### src/rtl/sv_uart_pkg.sv
// sv_uart_pkg
// Shared types and helpers for the UART transmit-side arbitration blocks.
//   arb_state_t       : arbiter FSM state encoding
//   SYNC_BYTE_DEFAULT : marker byte placed in the MSB of every header word
//   build_header()    : 16-bit header prefix {sync byte, source index}
package sv_uart_pkg;

    typedef enum logic [1:0] {
        ST_IDLE = 2'd0,
        ST_ARB  = 2'd1,
        ST_HDR  = 2'd2,
        ST_DATA = 2'd3
    } arb_state_t;

    localparam logic [7:0] SYNC_BYTE_DEFAULT = 8'hA5;

    // Upper 16 bits of a header word; the caller zero-fills the remainder.
    function automatic logic [15:0] build_header(input logic [7:0] sync_byte,
                                                 input logic [7:0] idx);
        return {sync_byte, idx};
    endfunction

endpackage

### src/rtl/sv_uart_tx_arbiter_if.sv
// sv_uart_tx_arbiter_if
// Bundles the requester-side and engine-side AXI-stream signals of the
// transmit arbiter.
//   s_axis_* : NUM_REQ packed requester streams (requester i at [i*DATA_WIDTH +: DATA_WIDTH])
//   m_axis_* : single merged stream towards the UART engine
// Modports: master = the arbiter, slave = requesters plus engine.
interface sv_uart_tx_arbiter_if #(
    parameter int DATA_WIDTH = 24,
    parameter int NUM_REQ    = 4
);
    logic [NUM_REQ*DATA_WIDTH-1:0] s_axis_tdata;
    logic [NUM_REQ-1:0]            s_axis_tvalid;
    logic [NUM_REQ-1:0]            s_axis_tlast;
    logic [NUM_REQ-1:0]            s_axis_tready;
    logic [DATA_WIDTH-1:0]         m_axis_tdata;
    logic                          m_axis_tvalid;
    logic                          m_axis_tready;

    modport master (
        input  s_axis_tdata, s_axis_tvalid, s_axis_tlast, m_axis_tready,
        output s_axis_tready, m_axis_tdata, m_axis_tvalid
    );

    modport slave (
        output s_axis_tdata, s_axis_tvalid, s_axis_tlast, m_axis_tready,
        input  s_axis_tready, m_axis_tdata, m_axis_tvalid
    );
endinterface

### src/rtl/sv_uart_rr_arb.sv
// sv_uart_rr_arb
// Combinational round-robin picker: the first set bit of req found when
// scanning ptr, ptr+1, ... modulo NUM_REQ.
//   req   : request vector
//   ptr   : index with highest priority this round
//   gnt   : one-hot winner (0 when nothing requested)
//   idx   : binary index of the winner
//   valid : some request was found
module sv_uart_rr_arb #(
    parameter int NUM_REQ = 4
) (
    input  logic [NUM_REQ-1:0]         req,
    input  logic [$clog2(NUM_REQ)-1:0] ptr,
    output logic [NUM_REQ-1:0]         gnt,
    output logic [$clog2(NUM_REQ)-1:0] idx,
    output logic                       valid
);
    localparam int IDX_W = $clog2(NUM_REQ);

    // Rotating scan; modulo done by compare-and-subtract so any NUM_REQ works.
    always_comb begin
        int  sum;
        int  pos;
        logic hit;
        gnt   = '0;
        idx   = '0;
        valid = 1'b0;
        for (int i = 0; i < NUM_REQ; i++) begin
            sum      = int'(ptr) + i;
            pos      = (sum >= NUM_REQ) ? (sum - NUM_REQ) : sum;
            hit      = !valid && req[pos];
            gnt[pos] = gnt[pos] | hit;
            idx      = hit ? IDX_W'(pos) : idx;
            valid    = valid | hit;
        end
    end
endmodule

### src/rtl/sv_uart_tx_arbiter.sv
// sv_uart_tx_arbiter
// Packet-granular round-robin arbiter sharing one UART transmit engine
// between NUM_REQ AXI-stream sources; optionally prefixes each grant with a
// header word {SYNC_BYTE, source index, zeros}.
//   iclk, irst : clock, asynchronous active-high reset
//   bus        : requester and engine streams (master modport)
//   ogrant     : one-hot current grant, 0 when idle
//   obusy      : FSM is outside IDLE
module sv_uart_tx_arbiter
    import sv_uart_pkg::*;
#(
    parameter int         DATA_WIDTH = 24,
    parameter int         NUM_REQ    = 4,
    parameter int         MAX_BURST  = 16,
    parameter int         HEADER_EN  = 1,
    parameter logic [7:0] SYNC_BYTE  = SYNC_BYTE_DEFAULT
) (
    input  logic                      iclk,
    input  logic                      irst,
    sv_uart_tx_arbiter_if.master      bus,
    output logic [NUM_REQ-1:0]        ogrant,
    output logic                      obusy
);
    localparam int IDX_W = $clog2(NUM_REQ);
    localparam int CNT_W = $clog2(MAX_BURST + 1);

    arb_state_t            state_r;
    logic [IDX_W-1:0]      rr_ptr_r;
    logic [NUM_REQ-1:0]    grant_r;
    logic [IDX_W-1:0]      grant_idx_r;
    logic [CNT_W-1:0]      burst_cnt_r;
    logic [DATA_WIDTH-1:0] hdr_data_r;

    logic [NUM_REQ-1:0]    arb_gnt_s;
    logic [IDX_W-1:0]      arb_idx_s;
    logic                  arb_valid_s;
    logic [DATA_WIDTH-1:0] header_word_s;
    logic                  sel_valid_s;
    logic                  data_hs_s;
    logic                  grant_end_s;

    sv_uart_rr_arb #(.NUM_REQ(NUM_REQ)) u_rr_arb (
        .req   (bus.s_axis_tvalid),
        .ptr   (rr_ptr_r),
        .gnt   (arb_gnt_s),
        .idx   (arb_idx_s),
        .valid (arb_valid_s)
    );

    // Header for the requester about to be granted, captured in ARB.
    always_comb begin
        header_word_s = '0;
        header_word_s[DATA_WIDTH-1 -: 16] = build_header(SYNC_BYTE, 8'(arb_idx_s));
    end

    assign sel_valid_s = bus.s_axis_tvalid[grant_idx_r];
    assign data_hs_s   = (state_r == ST_DATA) && sel_valid_s && bus.m_axis_tready;
    // Grant closes on end of packet or on the word that fills the burst.
    assign grant_end_s = bus.s_axis_tlast[grant_idx_r] ||
                         (burst_cnt_r == CNT_W'(MAX_BURST - 1));

    // Arbiter FSM with grant, pointer and burst bookkeeping.
    always_ff @(posedge iclk or posedge irst) begin
        if (irst) begin
            state_r     <= ST_IDLE;
            rr_ptr_r    <= '0;
            grant_r     <= '0;
            grant_idx_r <= '0;
            burst_cnt_r <= '0;
            hdr_data_r  <= '0;
        end else begin
            case (state_r)
                ST_IDLE: begin
                    state_r <= (|bus.s_axis_tvalid) ? ST_ARB : ST_IDLE;
                end
                ST_ARB: begin
                    if (arb_valid_s) begin
                        grant_r     <= arb_gnt_s;
                        grant_idx_r <= arb_idx_s;
                        hdr_data_r  <= header_word_s;
                        burst_cnt_r <= '0;
                        state_r     <= (HEADER_EN != 0) ? ST_HDR : ST_DATA;
                    end else begin
                        state_r <= ST_IDLE;
                    end
                end
                ST_HDR: begin
                    state_r <= bus.m_axis_tready ? ST_DATA : ST_HDR;
                end
                ST_DATA: begin
                    if (data_hs_s) begin
                        if (grant_end_s) begin
                            rr_ptr_r    <= (grant_idx_r == IDX_W'(NUM_REQ - 1)) ?
                                           '0 : grant_idx_r + IDX_W'(1);
                            burst_cnt_r <= '0;
                            grant_r     <= '0;
                            state_r     <= ST_IDLE;
                        end else begin
                            burst_cnt_r <= burst_cnt_r + CNT_W'(1);
                        end
                    end else begin
                        state_r <= ST_DATA;
                    end
                end
                default: begin
                    state_r <= ST_IDLE;
                end
            endcase
        end
    end

    // Engine-side mux: held header in HDR, granted requester passed through in DATA.
    always_comb begin
        bus.m_axis_tvalid = 1'b0;
        bus.m_axis_tdata  = '0;
        bus.s_axis_tready = '0;
        case (state_r)
            ST_HDR: begin
                bus.m_axis_tvalid = 1'b1;
                bus.m_axis_tdata  = hdr_data_r;
            end
            ST_DATA: begin
                bus.m_axis_tvalid = sel_valid_s;
                bus.m_axis_tdata  = bus.s_axis_tdata[int'(grant_idx_r)*DATA_WIDTH +: DATA_WIDTH];
                bus.s_axis_tready = grant_r & {NUM_REQ{bus.m_axis_tready}};
            end
            default: begin
                bus.m_axis_tvalid = 1'b0;
            end
        endcase
    end

    assign ogrant = grant_r;
    assign obusy  = (state_r != ST_IDLE);

endmodule

### src/flat_wrapper.sv
// flat-port wrapper written by rule: the top's interface ports become plain ports
module sv_uart_tx_arbiter_flat import sv_uart_pkg::*;
#(
    parameter int         DATA_WIDTH = 24,
    parameter int         NUM_REQ    = 4,
    parameter int         MAX_BURST  = 16,
    parameter int         HEADER_EN  = 1,
    parameter logic [7:0] SYNC_BYTE  = SYNC_BYTE_DEFAULT
)
  (iclk, irst, ogrant, obusy, bus_s_axis_tdata, bus_s_axis_tvalid, bus_s_axis_tlast, bus_m_axis_tready, bus_s_axis_tready, bus_m_axis_tdata, bus_m_axis_tvalid);
  sv_uart_tx_arbiter_if #(.DATA_WIDTH(DATA_WIDTH), .NUM_REQ(NUM_REQ)) bus_i ();
  input  logic iclk;
  input  logic irst;
  output logic [NUM_REQ-1:0] ogrant;
  output logic obusy;
  input wire logic [$bits(bus_i.s_axis_tdata)-1:0] bus_s_axis_tdata;
  input wire logic [$bits(bus_i.s_axis_tvalid)-1:0] bus_s_axis_tvalid;
  input wire logic [$bits(bus_i.s_axis_tlast)-1:0] bus_s_axis_tlast;
  input wire logic [$bits(bus_i.m_axis_tready)-1:0] bus_m_axis_tready;
  output wire logic [$bits(bus_i.s_axis_tready)-1:0] bus_s_axis_tready;
  output wire logic [$bits(bus_i.m_axis_tdata)-1:0] bus_m_axis_tdata;
  output wire logic [$bits(bus_i.m_axis_tvalid)-1:0] bus_m_axis_tvalid;
  assign bus_i.s_axis_tdata = bus_s_axis_tdata;
  assign bus_i.s_axis_tvalid = bus_s_axis_tvalid;
  assign bus_i.s_axis_tlast = bus_s_axis_tlast;
  assign bus_i.m_axis_tready = bus_m_axis_tready;
  assign bus_s_axis_tready = bus_i.s_axis_tready;
  assign bus_m_axis_tdata = bus_i.m_axis_tdata;
  assign bus_m_axis_tvalid = bus_i.m_axis_tvalid;
  sv_uart_tx_arbiter #(.DATA_WIDTH(DATA_WIDTH), .NUM_REQ(NUM_REQ), .MAX_BURST(MAX_BURST), .HEADER_EN(HEADER_EN), .SYNC_BYTE(SYNC_BYTE)) u_core (.iclk(iclk), .irst(irst), .bus(bus_i), .ogrant(ogrant), .obusy(obusy));
endmodule
### config.mk
export PLATFORM = sky130hd
export DESIGN_NAME = sv_uart_tx_arbiter_flat
export DESIGN_NICKNAME = d
export VERILOG_FILES = /design/src/rtl/sv_uart_pkg.sv /design/src/rtl/sv_uart_tx_arbiter_if.sv /design/src/rtl/sv_uart_rr_arb.sv /design/src/rtl/sv_uart_tx_arbiter.sv /design/src/flat_wrapper.sv
export SDC_FILE = /design/constraint.sdc
export NUM_CORES = 1
export LEC_CHECK = 0
export CELL_PAD_IN_SITES_DETAIL_PLACEMENT = 1
export CELL_PAD_IN_SITES_GLOBAL_PLACEMENT = 2
export CORE_MARGIN = 2
export CORE_UTILIZATION = 23
export CTS_CLUSTER_SIZE = 28
export DETAILED_ROUTE_END_ITERATION = 10
export PLACE_DENSITY_LB_ADDON = 0.2
export REMOVE_ABC_BUFFERS = 1
export SYNTH_ARGS = -nofsm -noshare
export SYNTH_HDL_FRONTEND = slang
export SYNTH_SLANG_ARGS = --single-unit
### constraint.sdc
create_clock -name iclk -period 8.4 [get_ports iclk]
set_input_delay 0.84 -clock iclk [delete_from_list [all_inputs] [get_ports iclk]]
set_output_delay 0.84 -clock iclk [all_outputs]
set_load 0.005 [all_outputs]
After elaboration in Yosys (flattened, before gate mapping)
Cells that the tools add are included.
{"block": "totals", "ff_bits": 18, "in_bits": 107, "output_inout_bits": 34}
{"block": "op_classes", "n_addsub": 9, "n_mul": 1, "order_cmp": 13, "n_eq_ne": 9, "shift": 1, "muxes": 65, "bitwise_logic": 9, "reduce_logical": 21}
{"op": "$ge 32x1->1 const B", "count": 4}
{"op": "$lt 32x4->1 const B", "count": 4}
{"op": "$mux 32", "count": 4}
{"op": "$shiftx 96x32->24", "count": 1}
{"op": "$pmux 24 s2", "count": 1}
{"op": "$mux 1", "count": 24}
{"op": "$bmux 1 s2", "count": 10}
{"op": "$mux 2", "count": 8}
{"op": "$mux 4", "count": 4}
{"op": "$mux 5", "count": 3}
{"op": "$bwmux 4", "count": 3}
{"op": "$sub 3x3->4 const B", "count": 3}
{"op": "$pmux 5 s2", "count": 1}
{"op": "$ge 3x3->1 const B", "count": 3}
{"op": "$logic_and 1x1->1", "count": 9}
{"op": "$and 4x4->4", "count": 2}
{"op": "$demux 1 s2", "count": 4}
{"op": "$pmux 2 s4", "count": 1}
{"op": "$pmux 4 s2", "count": 1}
{"op": "$or 1x1->1", "count": 7}
{"op": "$add 2x2->3 const B", "count": 2}
{"op": "$eq 2x2->1 const B", "count": 3}
{"op": "$ne 2x1->1 const B", "count": 3}
{"op": "$reduce_and 3->1", "count": 2}
{"op": "18 further kinds", "count": 21}

Depth between registers and ports, before layout
Gate-level depths: netlist of run 1.
{"block": "depth", "word_depth": 24, "ltp_mapped": 13}

Cells and area by module
From an unflattened synthesis of run 1, not the netlist that was laid out.
{"block": "unflattened", "hier_cells": 255, "hier_area_um2": 2379.8}
{"module": "sv_uart_tx_arbiter", "n_inst": 1, "cells_each": 151, "area_each_um2": 1639.1, "seq_area_each_um2": 400.4}
{"module": "sv_uart_rr_arb", "n_inst": 1, "cells_each": 104, "area_each_um2": 740.7, "seq_area_each_um2": 0.0}

Worst setup path after synthesis of run 1
No wires, ideal clock.
{"block": "synth_timing", "path_kind": "reg-to-reg", "start": "register u_core.rr_ptr_r[0]", "end": "register u_core.grant_r[0], in the netlist u_core.ogrant[0]", "setup_time_ns": 0.121, "t_arrival_ns": 3.620, "required_time_ns": 8.279, "path_slack_ns": 4.659, "stages_incl_launch_ff": 14, "period_less_slack_ns": 3.741, "cell_sequence": "dfrtp_1 -> buf_6 -> clkbuf_1 -> clkbuf_1 -> inv_1 -> ha_1 -> clkbuf_1 -> mux4_2 -> mux2_4 -> a2111oi_0 -> nor2_1 -> o311ai_1 -> o31a_2 -> a21oi_2"}
{"block": "synth_via", "elab_chain_len": 24, "elab_cells_between_ends": 80, "cone_classes": "add/sub: 7; order compare: 12; eq/ne: 1; mux: 41; bitwise: 8; reduce/logical: 11"}
{"item": "from (decl)", "line_no": "sv_uart_tx_arbiter.sv:28", "source": "logic [IDX_W-1:0] rr_ptr_r;"}
{"item": "from (signal assigned)", "line_no": "sv_uart_tx_arbiter.sv:93", "source": "rr_ptr_r <= (grant_idx_r == IDX_W'(NUM_REQ - 1)) ?"}
{"item": "$sub 2x3->4 or $ge 2x3->1 (tied branches)", "line_no": "sv_uart_rr_arb.sv:30", "source": "pos = (sum >= NUM_REQ) ? (sum - NUM_REQ) : sum;"}
{"item": "$mux 32", "line_no": "sv_uart_rr_arb.sv:30"}
{"item": "$ge 32x1->1 (implied by the code), or another cell as far along", "line_no": "sv_uart_rr_arb.sv:32", "source": "gnt[pos] = gnt[pos] | hit;"}
{"item": "$logic_and 1x1->1 (implied by the code), or another cell as far along", "line_no": "sv_uart_rr_arb.sv:32"}
{"item": "$mux 1, on equally long branches", "line_no": "sv_uart_rr_arb.sv:32, sv_uart_rr_arb.sv:31"}
{"item": "$demux 1 s2 or $or 1x1->1 (tied branches)", "line_no": "sv_uart_rr_arb.sv:32"}
{"item": "$and 4x4->4 (no line)"}
{"item": "$bmux 1 s2", "line_no": "sv_uart_rr_arb.sv:32"}
{"item": "[7 not listed]"}
{"item": "$or 1x1->1", "line_no": "sv_uart_rr_arb.sv:32"}
{"item": "$bwmux 4", "line_no": "sv_uart_rr_arb.sv:32"}
{"item": "$bmux 1 s2", "line_no": "sv_uart_rr_arb.sv:32"}
{"item": "$mux 1 (implied by the code) (2 in a row)", "line_no": "sv_uart_rr_arb.sv:32"}
{"item": "$or 1x1->1", "line_no": "sv_uart_rr_arb.sv:32"}
{"item": "$bwmux 4", "line_no": "sv_uart_rr_arb.sv:32"}
{"item": "$mux 4", "line_no": "sv_uart_tx_arbiter.sv:77", "source": "if (arb_valid_s) begin"}
{"item": "$pmux 4 s2", "line_no": "sv_uart_tx_arbiter.sv:72", "source": "case (state_r)"}
{"item": "to (signal assigned)", "line_no": "sv_uart_tx_arbiter.sv:78", "source": "grant_r <= arb_gnt_s;"}
{"item": "to (decl)", "line_no": "sv_uart_tx_arbiter.sv:29", "source": "logic [NUM_REQ-1:0] grant_r;"}
Several ways; a longest one is shown, not always the timed one. The select of a mux whose other input is x is not followed.
A chain may end at the register's enable or synchronous reset.

Worst setup path after layout of run 1
{"block": "layout_timing", "start": "register u_core.rr_ptr_r[0]", "end": "register u_core.grant_r[3], in the netlist u_core.ogrant[3]"}
The elaborated chain is that of the path after synthesis.

==> qor.yml, run 1 <==
status: "complete, no violations"
max_freq_ghz: 0.2637
layout-drive-gt1-share_pct: 14.40
grt_pass1_wl_um: 14660
yosysUniqueCellTypes: 47
synth_area_leaders: "mux4_2, dfrtp_1, and2_1"
grt_max_degree: 31
ys_ff_latch: 16
drv_cap: 0
clk_latency_ps: 250
hold_slack_ps: 482.8
drc: 0
drv_slew: 0
port_buffers: 140
drt_iter0_markers: 75
dieArea_um2: 11050
cp-end-kind: "flop"
relSlewSlack_pct: 36.30
start_util_pct: 23.83
clkTransAtPathRegs_ps: 70
syn_inst: 243
wl_per_cell_um: 18.70
fin_crit_ps: 3792
vias_per_cell: 4.860
required_ps: 8540
synth_enable_flop_cells: 0
async_reset_ff_share_pct: 100.0
path_class: "flop to flop"
die_h_um: 105.1
cp.buffers_inverters: 2
numCtsBuffers: 3
via_count: 2435
dieWidth_um: 105.1
pin_count: 141
rows: 36
cts-root-buf: "clkbuf_8"
path_max_fanout: 26
yosysTopAreaCell: "mux4_2"
peakVddDrop_mv: 0.2542
n_antenna_cell: 0
slowest_stage: "mux4_2"
syn_to_final_growth_pct: 65.62
ys.flop_type: "dfrtp_1"
hold_path_class: "flop to flop"
antenna_found_initial: 0
synth_top_area_share_pct: 28.74
first_pass_iters: 4
postRouteAntennaNets: 0
avgSynthCellArea_um2: 9.675
clockBufferDepth: 2
rsz0062_at_grt: "no"
tritoncts: "built"
fin_crit_sh_pct: 45.15
htree_levels: 1
fin_ws_ps: 4608
pre_cts_slack_ps: 4521
start_kind: "flop"
ys_seq_area_share_pct: 17.03
core_area_um2: 9864
setup_viol: 0
postCtsSetupBuffers: 0
netlist_area_um2: 2351
gr-total-overflow: 0
grt_pass1_vias: 2511
routabilityCongestion: 0.8158
worst_pin_slew_ps: 955.4
power_leakage_nw: 1.432
crit_path_max_incr_delay_ps: 670
crit_chain: "buf_4, inv_1, ha_1, mux4_2, mux2_4, a2111oi_0, nor2_1, o311ai_1, o31a_2, a21oi_2"
yosysWarnings: 0
worst-endpoint-arrival_ps: 3930
nets: 483
grt_util_all_layers_pct: 16.49
worst_clock_skew_ps: 1.925
synthTopCellsByCount: "mux4_2, nand2_1, and2_1"
cts.sinks: 16
hpwl_um: 7457
timing_hold_violations_final: 0
cts_hold_buf: 0
worst_path_dominant_cell_family: "compound AO/OA/AOI/OAI gates"
setup_tns_ps: 0
wl_um: 9370
yosysMostFrequentCell: "mux4_2"
cts-resized-gates: 0
p_per_area_nw_per_um2: 286.2
-- area by class of cell --
cell class	instances	area (um2)
clock buffers	4	55.05
fillers	1118	5971
inverters	11	41.29
multi-input cells	195	1813
flip-flops and latches	16	401.6
well taps	133	166.4
repair buffers	142	1416
-- worst paths after layout --
path	start	to	slack, ps	depth (start not counted)
setup / recovery	u_core.rr_ptr_r[0]$_DFFE_PP0P_	u_core.ogrant[3]$_DFFE_PP0P_	4610	10
hold / removal	u_core.hdr_data_r[16]$_DFFE_PP0P_	u_core.hdr_data_r[16]$_DFFE_PP0P_	480	1
setup reg to reg	u_core.rr_ptr_r[0]$_DFFE_PP0P_	u_core.ogrant[3]$_DFFE_PP0P_	4610	10
hold reg to reg	u_core.hdr_data_r[16]$_DFFE_PP0P_	u_core.hdr_data_r[16]$_DFFE_PP0P_	480	1
max in group asynchronous	irst	u_core.grant_idx_r[0]$_DFFE_PP0P_	6980	2
min in group asynchronous	irst	u_core.burst_cnt_r[0]$_DFFE_PP0P_	970	2
-- report_power, final --
group	switching (W)	internal (W)	leakage [nW]
logic	0.000396	0.000482	1.20
registers	0.0000687	0.0000978	0.202
clock network	0.0000283	0.0000416	0.0288
-- stage by stage --
step                cells  utilization, %  cell area, um2  total power, W
floorplan             222               -            2255       0.0007017
global placement      497           38.91            3839        0.001057
detailed placement    497           38.91            3839        0.001060
CTS                   501           39.47            3894        0.001134
global route          501           39.47            3894        0.001216
finish                501           39.47            3894        0.001114
-- cell usage in the layout (no fill, tap or decap), types with 6 or more instances in the layout --
cell / n
clkdlybuf4s50_1: 140
and3_1: 6
nor2_1: 7
mux4_2: 30
a21oi_1: 7
and2_1: 24
nor2b_1: 8
o21ai_0: 8
inv_1: 11
dfrtp_1: 15
nand2_1: 25
ha_1: 7
-- cells by family after synthesis --
family,synth area share [%]
muxes,32.94
buffers and inverters,5.854
DFF,17.03
adders and majority gates,3.725
and+or+nand+nor,20.38
AOI/OAI and AO/OA,20.06
-- registers in the layout, indices dropped and copies added, names as in the netlist --
register and cells:
u_core.burst_cnt_r 5, u_core.ogrant 4, u_core.hdr_data_r 2, u_core.rr_ptr_r 2, u_core.state_r 2, u_core.grant_idx_r 1
-- per-layer routing --
metal / vias to the layer above / wire (um) / part of all wire [%] / GRT usage (%)
met5: - / 0 / 0 / 0
met4: 0 / 90 / 0.96 / 3.048
met3: 8 / 286 / 3.1 / 2.059
met2: 46 / 5057 / 54 / 30.10
met1: 1205 / 3936 / 42 / 20.84
li1: 1176 / - / - / -
(Power assumes the default switching activity.)
==> run 2: changes to the inputs <==
--- a/config.mk
+++ b/config.mk
@@ -8,7 +8,7 @@
 export CELL_PAD_IN_SITES_DETAIL_PLACEMENT = 1
 export CELL_PAD_IN_SITES_GLOBAL_PLACEMENT = 2
 export CORE_MARGIN = 2
-export CORE_UTILIZATION = 23
+export CORE_UTILIZATION = 19
 export CTS_CLUSTER_SIZE = 28
 export DETAILED_ROUTE_END_ITERATION = 10
 export PLACE_DENSITY_LB_ADDON = 0.2
==> constraint.sdc (replaced) <==
create_clock -name iclk -period 3.3 [get_ports iclk]
set_input_delay 0.33 -clock iclk [delete_from_list [all_inputs] [get_ports iclk]]
set_output_delay 0.33 -clock iclk [all_outputs]
set_load 0.005 [all_outputs]
==> run 2 against run 1 <==
Compared with the run above: worst setup slack worse by 4300 ps; register-to-register slack worse by 4300 ps; core utilization down 5.8 points; wire length increased by 0.30%; fmax increased by 26%; critical path type unchanged; global-route usage down 3.0 points; power rose to 2.7 times the previous value; final cell count is 9.2% higher; highest routed layer unchanged; sequential share of layout area is 0.43 points lower; sequential power grew 130%; largest cell class unchanged; combinational power increased to 2.7 times the previous value.
==> qor.yml, run 2 (synthesis gave the netlist of run 1 again) <==
power_leakage_nw: 1.500  # +4.8%
required_ps: 3430  # -5110 ps
routabilityCongestion: 0.7427  # -9.0%
dieWidth_um: 115.2  # +9.6%
grt_pass1_vias: 2619  # +4.3%
cts-root-buf: "clkbuf_16"
max_freq_ghz: 0.3332  # +26%
cts_hold_buf: 0  # unchanged
relSlewSlack_pct: 57.35  # +21 points
drv_cap: 0  # unchanged
grt_pass1_wl_um: 14370  # -2.0%
fin_crit_sh_pct: 90.95  # +46 points
r2r_start: "u_core.rr_ptr_r[1]$_DFFE_PP0P_"
clk_latency_ps: 250  # about the same
die_h_um: 115.2  # +9.6%
cp-end-kind: "flop"
clockBufferDepth: 2  # unchanged
critPathCapture: "u_core.ogrant[2]$_DFFE_PP0P_"
layout-drive-gt1-share_pct: 16.89  # +2.5 points
antenna_found_initial: 0  # unchanged
worst-endpoint-arrival_ps: 3130  # -800 ps
postRouteAntennaNets: 0  # unchanged
most-common-layout-cells: "clkdlybuf4s50_1, mux4_2, nand2_1, and2_1, dfrtp_1"
mostFrequentLayoutCell: "clkdlybuf4s50_1"
r2r_end: "u_core.ogrant[2]$_DFFE_PP0P_"
drc: 0  # unchanged
setup_viol: 0  # unchanged
grt_util_all_layers_pct: 13.52  # -3.0 points
drt_iter0_markers: 60  # -20%
wl_um: 9398  # +0.30%
grt_max_degree: 26  # -16%
p_per_area_nw_per_um2: 742.7  # +160%
stdcell_count: 547  # +9.2%
fin_crit_ps: 3001  # -791.1 ps
timing_hold_violations_final: 0  # unchanged
path_class: "flop to flop"
core_area_um2: 12060  # +22%
dp_cells: 543  # +9.3%
tritoncts: "built"
largest_register: "u_core.burst_cnt_r"
hpwl_um: 7632  # +2.3%
worst_pin_slew_ps: 639.1  # -316.4 ps
status: "complete, no violations"
setup.worst_path.start: "u_core.rr_ptr_r[1]$_DFFE_PP0P_"
worst_clock_skew_ps: 1.999  # +0.07385 ps
numCtsBuffers: 3  # unchanged
htree_levels: 1  # unchanged
hold_path_class: "primary input to asynchronous set/reset pin"
reg2reg_depth: 9  # -1
port_buffers: 140  # unchanged
cts.sinks: 16  # unchanged
dieArea_um2: 13280  # +20%
largest_reg_flops: 5  # unchanged
regToRegSetupSlack_ps: 300  # -4310 ps
start_kind: "flop"
hold_slack_ps: 469.8  # -13.01 ps
clkTransAtPathRegs_ps: 50  # -20 ps
wl_per_cell_um: 17.18  # -8.1%
first_pass_iters: 4  # unchanged
via_count: 2454  # +0.78%
rsz0062_at_grt: "no"
vias_per_cell: 4.486  # -7.7%
peakVddDrop_mv: 0.4497  # +77%
gr-total-overflow: 0  # unchanged
pin_count: 141  # unchanged
path_max_fanout: 7  # -73%
start_util_pct: 19.49  # -4.3 points
drv_slew: 0  # unchanged
syn_to_final_growth_pct: 72.86
nets: 494  # +2.3%
rows: 40  # +11%
n_antenna_cell: 0  # unchanged
## run 2: cell types whose count changed in the layout (fill, tap and decap cells not counted), sizes merged
cell  delta
buf     +11
## run 2: area by class of cell
class / instances / area (um2)
timing repair buffer: 153 / 1511
tap: 168 / 210.2
clock buffer: 4 / 78.83
fill: 1362 / 7998
inverter: 11 / 41.29
sequential: 16 / 401.6
multi-input combinational: 195 / 1821
## run 2: how the worst min path moves through the flow
stage                                            from                                 to  slack (ps)  depth (start not counted)
floorplan                                        irst  u_core.burst_cnt_r[0]$_DFFE_PP0P_         240                          1
global route        u_core.hdr_data_r[16]$_DFFE_PP0P_  u_core.hdr_data_r[16]$_DFFE_PP0P_         500                          1
finish                                           irst  u_core.burst_cnt_r[4]$_DFFE_PP0P_         470                          2
CTS                 u_core.burst_cnt_r[4]$_DFFE_PP0P_  u_core.burst_cnt_r[4]$_DFFE_PP0P_         480                          2
global placement    u_core.hdr_data_r[16]$_DFFE_PP0P_  u_core.hdr_data_r[16]$_DFFE_PP0P_         460                          1
detailed placement  u_core.burst_cnt_r[4]$_DFFE_PP0P_  u_core.burst_cnt_r[4]$_DFFE_PP0P_         470                          2
## run 2: stage by stage
| stage | setup slack (ps) | total power [W] | instance area, um2 | util (%) | setup TNS, ps |
|---|---|---|---|---|---|
| finish | 298.8 | 0.003018 | 4064 | 33.69 | 0 |
| global route | 48.07 | 0.003296 | 4064 | 33.69 | 0 |
| CTS | 257.6 | 0.003054 | 4056 | 33.63 | 0 |
| detailed placement | 121.8 | 0.002799 | 3978 | 32.98 | 0 |
| global placement | 245.0 | 0.002795 | 3978 | 32.98 | 0 |
| floorplan | -247.0 | 0.001786 | 2255 | - | -987.8 |
## run 2: what timing repair did
action                                  CTS  global route
endpoints found under the setup margin    0             4
setup buffers                             0             0
resized for setup                         0             3
## run 2: power by group
part	switching, W	internal, W	total [W]
sequential	0.000135	0.000251	0.000385
clock	0.0000792	0.000164	0.000243
combinational	0.00108	0.00131	0.00239
## run 2: per-layer routing
| layer | track usage, % | wire, um |
|---|---|---|
| met4 | 2.651 | 74 |
| met5 | 0 | 0 |
| met1 | 17.54 | 4070 |
| met3 | 1.792 | 453 |
| met2 | 24.12 | 4799 |
## run 2: worst max-delay path, stage by stage, from the launching register on
cell       delay [ps]
dfrtp_1           350
inv_1             100
ha_1              330
mux4_2            600
mux2_4            340
a2111oi_1         360
nor2_1            180
o311ai_1          270
o31a_2            280
a21oi_2            70
